==> src/rtl/median_pkg.sv <==
// Shared types and constants for the median filter window feeder.
package median_pkg;

  localparam int unsigned WINDOW_SIZE = 9;
  localparam int unsigned K_W         = $clog2(WINDOW_SIZE);

  // Neighbour offsets in row-major order, (-1,-1) first and (1,1) last.
  localparam int NB_DY [WINDOW_SIZE] = '{-1, -1, -1, 0, 0, 0, 1, 1, 1};
  localparam int NB_DX [WINDOW_SIZE] = '{-1, 0, 1, -1, 0, 1, -1, 0, 1};

  // Border states only exist when border copying is built in.
  typedef enum logic [2:0] {
    S_IDLE,
    S_FETCH,
    S_DRAIN,
    S_WAIT,
    S_WRITE,
`ifdef BORDER_COPY_EN
    S_BORDER_RD,
    S_BORDER_WR,
`else
    S_SKIP,
`endif
    S_FINISH
  } feeder_state_t;

  // Linear address offset of window tap k relative to the centre pixel.
  function automatic int nb_offset(input logic [K_W-1:0] k, input int img_w);
    return NB_DY[k] * img_w + NB_DX[k];
  endfunction

  // A pixel is interior when its full 3x3 neighbourhood lies inside the image.
  function automatic logic is_interior(input int unsigned x, input int unsigned y,
                                       input int unsigned w, input int unsigned h);
    return (x >= 1) && (x + 2 <= w) && (y >= 1) && (y + 2 <= h);
  endfunction

endpackage

==> src/rtl/raster_counter.sv <==
// Raster-order pixel position tracker: x/y with wrap, last-pixel flag,
// interior classification of the next pixel and its linear base address.
// The base address y*IMG_W+x steps by one per pixel, so no multiplier.
module raster_counter
  import median_pkg::*;
#(
  parameter int unsigned IMG_W  = 16,
  parameter int unsigned IMG_H  = 16,
  parameter int unsigned ADDR_W = $clog2(IMG_W*IMG_H)
) (
  input  logic              CLK,
  input  logic              RST,
  input  logic              clear,
  input  logic              advance,
  output logic [ADDR_W-1:0] base,
  output logic              last_c,
  output logic              nxt_interior_c,
  output logic [ADDR_W-1:0] nxt_base_c
);

  localparam int unsigned XW = $clog2(IMG_W);
  localparam int unsigned YW = $clog2(IMG_H);

  logic [XW-1:0] x;
  logic [YW-1:0] y;
  logic [XW-1:0] nxt_x;
  logic [YW-1:0] nxt_y;
  logic          x_last;
  logic          y_last;

  // Next raster position and its classification.
  always_comb begin
    x_last         = (x == XW'(IMG_W - 1));
    y_last         = (y == YW'(IMG_H - 1));
    last_c         = x_last && y_last;
    nxt_x          = x_last ? '0 : x + XW'(1);
    nxt_y          = x_last ? y + YW'(1) : y;
    nxt_base_c     = base + ADDR_W'(1);
    nxt_interior_c = is_interior(32'(nxt_x), 32'(nxt_y), IMG_W, IMG_H);
  end

  // Position registers; clear parks the scan at (0,0).
  always_ff @(posedge CLK) begin
    if (RST || clear) begin
      x    <= '0;
      y    <= '0;
      base <= '0;
    end else if (advance) begin
      x    <= nxt_x;
      y    <= nxt_y;
      base <= nxt_base_c;
    end
  end

endmodule

==> src/rtl/median_window_feeder.sv <==
// Median filter window feeder: raster-scans the source image, streams each
// interior 3x3 window to the filter as nine contiguous DSI samples, waits
// for DSO and writes the median to the destination image.
// Build option: BORDER_COPY_EN copies border pixels unchanged; without it
// border pixels are skipped at one cycle each with no read or write.
// DI/DSI are registered from RDATA, so each sample leaves the block one
// cycle after the FETCH/DRAIN cycle in which its RAM word arrived.
module median_window_feeder
  import median_pkg::*;
#(
  parameter int unsigned WIDTH  = 8,
  parameter int unsigned IMG_W  = 16,
  parameter int unsigned IMG_H  = 16,
  parameter int unsigned ADDR_W = $clog2(IMG_W*IMG_H)
) (
  input  logic              CLK,
  input  logic              RST,
  input  logic              START,
  output logic              BUSY,
  output logic              DONE,
  output logic [ADDR_W-1:0] RADDR,
  input  logic [WIDTH-1:0]  RDATA,
  output logic [WIDTH-1:0]  DI,
  output logic              DSI,
  input  logic [WIDTH-1:0]  DO,
  input  logic              DSO,
  output logic              WE,
  output logic [ADDR_W-1:0] WADDR,
  output logic [WIDTH-1:0]  WDATA
);

  feeder_state_t     state, state_nxt;
  logic [K_W-1:0]    k, k_nxt;
  logic              busy_nxt, done_nxt, dsi_nxt, we_nxt;
  logic [WIDTH-1:0]  di_nxt, wdata_nxt;
  logic [ADDR_W-1:0] raddr_nxt, waddr_nxt;

  logic              cnt_clear, cnt_adv;
  logic [ADDR_W-1:0] base, nxt_base_c;
  logic              last_c, nxt_interior_c;

  logic              dispatch;
  logic              disp_interior;
  logic [ADDR_W-1:0] disp_base;

  // Source address of window tap kk around centre address b.
  function automatic logic [ADDR_W-1:0] win_addr(input logic [ADDR_W-1:0] b,
                                                 input logic [K_W-1:0]    kk);
    return ADDR_W'(int'(b) + nb_offset(kk, int'(IMG_W)));
  endfunction

  raster_counter #(
    .IMG_W  (IMG_W),
    .IMG_H  (IMG_H),
    .ADDR_W (ADDR_W)
  ) u_raster (
    .CLK            (CLK),
    .RST            (RST),
    .clear          (cnt_clear),
    .advance        (cnt_adv),
    .base           (base),
    .last_c         (last_c),
    .nxt_interior_c (nxt_interior_c),
    .nxt_base_c     (nxt_base_c)
  );

  // Next-state and next-output decode.
  always_comb begin
    state_nxt     = state;
    k_nxt         = k;
    busy_nxt      = BUSY;
    done_nxt      = 1'b0;
    dsi_nxt       = 1'b0;
    di_nxt        = DI;
    we_nxt        = 1'b0;
    raddr_nxt     = RADDR;
    waddr_nxt     = WADDR;
    wdata_nxt     = WDATA;
    cnt_clear     = 1'b0;
    cnt_adv       = 1'b0;
    dispatch      = 1'b0;
    disp_interior = nxt_interior_c;
    disp_base     = nxt_base_c;

    case (state)
      S_IDLE: begin
        if (START) begin
          busy_nxt      = 1'b1;
          cnt_clear     = 1'b1;
          dispatch      = 1'b1;
          disp_interior = 1'b0;
          disp_base     = '0;
        end
      end
      S_FETCH: begin
        if (k != '0) begin
          dsi_nxt = 1'b1;
          di_nxt  = RDATA;
        end
        if (k == K_W'(WINDOW_SIZE - 1)) begin
          state_nxt = S_DRAIN;
        end else begin
          k_nxt     = k + K_W'(1);
          raddr_nxt = win_addr(base, k + K_W'(1));
        end
      end
      S_DRAIN: begin
        dsi_nxt   = 1'b1;
        di_nxt    = RDATA;
        state_nxt = S_WAIT;
      end
      S_WAIT: begin
        if (DSO) begin
          we_nxt    = 1'b1;
          waddr_nxt = base;
          wdata_nxt = DO;
          state_nxt = S_WRITE;
        end
      end
      S_WRITE: begin
        if (last_c) begin
          state_nxt = S_FINISH;
        end else begin
          cnt_adv  = 1'b1;
          dispatch = 1'b1;
        end
      end
`ifdef BORDER_COPY_EN
      S_BORDER_RD: begin
        state_nxt = S_BORDER_WR;
      end
      S_BORDER_WR: begin
        we_nxt    = 1'b1;
        waddr_nxt = base;
        wdata_nxt = RDATA;
        if (last_c) begin
          state_nxt = S_FINISH;
        end else begin
          cnt_adv  = 1'b1;
          dispatch = 1'b1;
        end
      end
`else
      S_SKIP: begin
        if (last_c) begin
          state_nxt = S_FINISH;
        end else begin
          cnt_adv  = 1'b1;
          dispatch = 1'b1;
        end
      end
`endif
      S_FINISH: begin
        done_nxt  = 1'b1;
        busy_nxt  = 1'b0;
        state_nxt = S_IDLE;
      end
      default: begin
        state_nxt = S_IDLE;
      end
    endcase

    // Route the pixel about to be processed to the window or border path.
    if (dispatch) begin
      if (disp_interior) begin
        state_nxt = S_FETCH;
        k_nxt     = '0;
        raddr_nxt = win_addr(disp_base, '0);
      end else begin
`ifdef BORDER_COPY_EN
        state_nxt = S_BORDER_RD;
        raddr_nxt = disp_base;
`else
        state_nxt = S_SKIP;
`endif
      end
    end
  end

  // State and registered outputs.
  always_ff @(posedge CLK) begin
    if (RST) begin
      state <= S_IDLE;
      k     <= '0;
      BUSY  <= 1'b0;
      DONE  <= 1'b0;
      DSI   <= 1'b0;
      DI    <= '0;
      WE    <= 1'b0;
      RADDR <= '0;
      WADDR <= '0;
      WDATA <= '0;
    end else begin
      state <= state_nxt;
      k     <= k_nxt;
      BUSY  <= busy_nxt;
      DONE  <= done_nxt;
      DSI   <= dsi_nxt;
      DI    <= di_nxt;
      WE    <= we_nxt;
      RADDR <= raddr_nxt;
      WADDR <= waddr_nxt;
      WDATA <= wdata_nxt;
    end
  end

endmodule

==> config.mk <==
export PLATFORM = sky130hd
export DESIGN_NAME = median_window_feeder
export DESIGN_NICKNAME = d
export VERILOG_FILES = /design/src/rtl/median_pkg.sv /design/src/rtl/raster_counter.sv /design/src/rtl/median_window_feeder.sv
export SDC_FILE = /design/constraint.sdc
export NUM_CORES = 1
export LEC_CHECK = 0
export CAP_MARGIN = 20
export CORE_AREA = 10 10 94 96
export CTS_BUF_LIST = sky130_fd_sc_hd__clkbuf_4 sky130_fd_sc_hd__clkbuf_8 sky130_fd_sc_hd__clkbuf_16
export CTS_CLUSTER_SIZE = 28
export DETAILED_ROUTE_END_ITERATION = 12
export DIE_AREA = 0 0 104 106
export PLACE_DENSITY = 0.74
export SLEW_MARGIN = 0
export SYNTH_ARGS = -nofsm -noshare
export SYNTH_HDL_FRONTEND = slang
export SYNTH_HIERARCHICAL = 1
export SYNTH_SLANG_ARGS = --single-unit
==> constraint.sdc <==
create_clock -name CLK -period 7.3 [get_ports CLK]
set_clock_uncertainty 0.05 [all_clocks]
set_input_delay 0.73 -clock CLK [delete_from_list [all_inputs] [get_ports CLK]]
set_output_delay 0.73 -clock CLK [all_outputs]
set_load 0.02 [all_outputs]
==> key figures <==
Outcome
  • Status: completed

Power and ir drop
  • Clock share of power: 22.0%
  • Pleak: 0.001584 uW
  • Combinational Power Share: 48.5%
  • Int Pwr: 896.2 uW
  • Switching share of power: 38.29%
  • Pwr per Cell Area: 347.0 nW/um^2
  • Switch Pwr: 556.2 uW
  • Total power: 1452 uW
  • Max VDD drop: 0.1238 mV
  • Power share of the sequential group: 29.5%

Setup path
  • CP Launch Type: register
  • Critical path's slowest cell: dfxtp_1
  • Kind of critical path: reg2reg
  • Critical path buffer and inverter count: 1
  • R2R depth: 15
  • Worst path cell trace: inv_1, ha_1, xnor2_1, nor2_1, a21oi_1, nor2_1, ha_1, ha_1, fa_1, a211oi_1, o21bai_1, a21oi_2, xnor3_1, nand2b_1, a221oi_2
  • Worst-path maximum fanout: 7
  • Worst Path Required: 7510 ps
  • Crit. path cell count: 15
  • Arr. time, crit path: 4430 ps
  • Crit path largest cell delay: 480 ps
  • Most frequent cell on the critical path: ha_1
  • Kind of end point of the critical path: register
  • CP top delay family: adder cells

Global routing
  • Vias in the first global route: 3010
  • Global Route Usage Sum: 15.64%
  • Grt total ovfl: 0
  • Antenna violations before repair: 0
  • Largest net degree at the start of global routing: 41
  • Global-route wire length before repair: 14.43 mm

Floorplan
  • Die X-Extent: 104 um
  • Die Ht: 106 um
  • Core Rows: 31
  • Initial core utilization: 47.75%
  • DIE AREA: 11020 um^2
  • Core area: 7059 um^2
  • I/O Pins: 56

Synthesis
  • Flops & latches, synth: 59
  • Sequential area share after synthesis: 35.04%
  • Cell Area, Synth: 3371 um^2
  • Post-Synth XOR/XNOR Area: 8.166%
  • Post-synthesis simple-gate area fraction: 22.53%
  • Post-synthesis compound-gate area fraction: 15.63%
  • Synth cell types: 58
  • Post-synth EDFFs: 0
  • Async SR Flop Fraction: 0%
  • Mux share of post-synthesis cell area: 3.898%
  • Yosys warnings: 6
  • Post-synth top flop: dfxtp_1
  • Mapped Nets: 450
  • Main combinational cell family by area after synthesis: simple AND/OR/NAND/NOR gates
  • Avg Cell Area, Syn: 8.343 um^2
  • Adder-cell share of the synthesized area: 10.32%
  • Cell count after synthesis: 404

Route
  • Drc violations: 0
  • DR vias: 3022
  • DR vias/cell: 5.435
  • DRT iter0 DRCs: 149
  • Routed wire per std cell: 15.84 um
  • Antenna-violating nets left: 0
  • Drt total wl: 8.808 mm
  • Pre-antenna DRT Iters: 4

STA
  • Final setup TNS: 0 ps
  • Fmax: 0.2371 GHz
  • Endpoints failing hold: 0
  • Max-slew violation count: 0
  • Post-layout min period: 4218 ps
  • Worst slew margin: 32.44%
  • RSZ-0062 raised after global routing: no
  • Worst-margin pin slew: 1008 ps
  • Number of setup violations in the final report: 0
  • Final worst setup slack: 3082 ps
  • Fin crit share: 57.79%

Clock tree
  • Clk sinks: 59
  • H-tree levels: 3
  • Worst-Skew Late Latency: 340 ps
  • Root Buffer Master: clkbuf_8
  • Post-CTS setup buffers: 0
  • Number of CTS-inserted buffers: 9
  • Reg clk slew, reported paths: 70 ps
  • Hold_buf cts: 0
  • Max Buffers Root-to-Sink: 2
  • CTS tree: built
  • Post-CTS Resized: 0

Finish
  • Synthesis-to-finish area growth: 24.16%
  • Fillers: 635
  • N_diodes: 0
  • Layout cell share with drive strength beyond 1: 7.221%
  • Final Instance Area: 4185 um^2
  • Post-route insts no fill: 556
  • # nets final: 499

Flow run
  • Max-Cap Viols: 0

Min path
  • Hold crit path type: reg2reg
  • WHS Path Cells: 2

Place
  • Placed insts: 541
  • Port bufs: 55
  • Pre-CTS worst setup slack: 3152 ps
  • Detailed placement HPWL: 6.424 mm
  • Placed cell areas: 3969 um^2
  • Placer Congestion: 0.9414
final cells by class:
cell class,instances,area (um^2),share of cell area (%)
timing repair buffer,57,565.5,13.51
clock inverter,1,30.03,0.7175
tap,99,123.9,2.960
multi-input combinational,312,2046,48.88
sequential,59,1181,28.22
clock buffer,14,186.4,4.454
inverter,14,52.55,1.256
kinds of logic (layout without fill, tap and decap cells):
| kind of cell | after synthesis | count (layout) |
|---|---|---|
| AO/OA/AOI/OAI | 82 | 82 |
| XOR/XNOR | 29 | 29 |
| adder cells (fa/ha/maj) | 26 | 26 |
| buffers and inverters | 33 | 86 |
| flip-flops | 59 | 59 |
| multiplexers | 13 | 13 |
| AND/OR/NAND/NOR | 162 | 162 |
state kept, by name (all words and copies together), names as in the netlist:
name,flops
BUSY,1
u_raster/x,4
u_raster/y,4
u_raster/base,8
WDATA,8
WE,1
DSI,1
DI,8
RADDR,8
state,3
DONE,1
k,4
WADDR,8
power groups by stage:
stage	Clock (uW)	Combinational, uW	Sequential, uW
CTS	327	705	428
global placement	0	677	432
floorplan	0	473	459
detailed placement	0	690	434
global route	343	772	436
finish	319	705	428
cells in the mapped netlist, drive strengths merged, types with 3 or more instances:
cell	n	area, um^2
nand2	60	225.2
dfxtp	59	1181
a21oi	42	217.7
nor2	41	153.9
ha	23	287.8
xor2	17	156.4
inv	14	52.55
nand3	14	70.07
mux2i	12	120.1
o21ai	11	55.05
xnor2	11	96.34
buf	10	62.56
clkbuf	9	33.78
nor3	9	45.04
or3	7	43.79
a211oi	6	45.04
nand4	6	37.54
and3	4	30.03
a311oi	3	26.28
fa	3	60.06
nand2b	3	18.77
nand3b	3	22.52
nor2b	3	18.77
o41ai	3	33.79
path summary, 6_finish.rpt:
path | startpoint | end | slack [ps]
worst min register to register | WDATA[7]$_SDFFE_PP0P_ | WDATA[7]$_SDFFE_PP0P_ | 410
worst max-delay path | k[0]$_SDFF_PP0_ | RADDR[7]$_SDFF_PP0_ | 3080
worst max register to register | k[0]$_SDFF_PP0_ | RADDR[7]$_SDFF_PP0_ | 3080
worst min-delay path | WDATA[7]$_SDFFE_PP0P_ | WDATA[7]$_SDFFE_PP0P_ | 410
cells in the final DEF, fill, tap and decap left out, drive strengths merged, types with 6 or more instances in the layout:
master / count
o21ai: 11
clkbuf: 14
xnor2: 11
dfxtp: 59
nor2: 41
a211oi: 6
nand2: 60
nor3: 9
a21oi: 42
xor2: 17
or3: 7
nand4: 6
mux2i: 12
inv: 14
clkdlybuf4s50: 55
nand3: 14
ha: 23
metrics by stage:
step | hold WS [ps] | util (%)
5_1_grt | 422.6 | 59.29
6_report | 405.6 | 59.29
3_5_place_dp | 399.9 | 56.22
2_1_floorplan | 395.9 | -
4_1_cts | 409.0 | 59.29
3_3_place_gp | 391.4 | 56.22
layer usage:
layer	global-route usage, %	share of wire, %	wire, um	up-vias
li1	-	-	-	1506
met2	27.08	50	4432	70
met4	6.759	1.9	165	0
met1	17.76	44	3853	1428
met5	0	0	0	-
met3	4.287	4.0	356	18
tightest hold or removal path, cell delays in order, from the launching register on:
cell and delay, ps:
dfxtp_1 310, nand2_1 50, a21oi_1 50
Power figures use the tool's default switching activity.
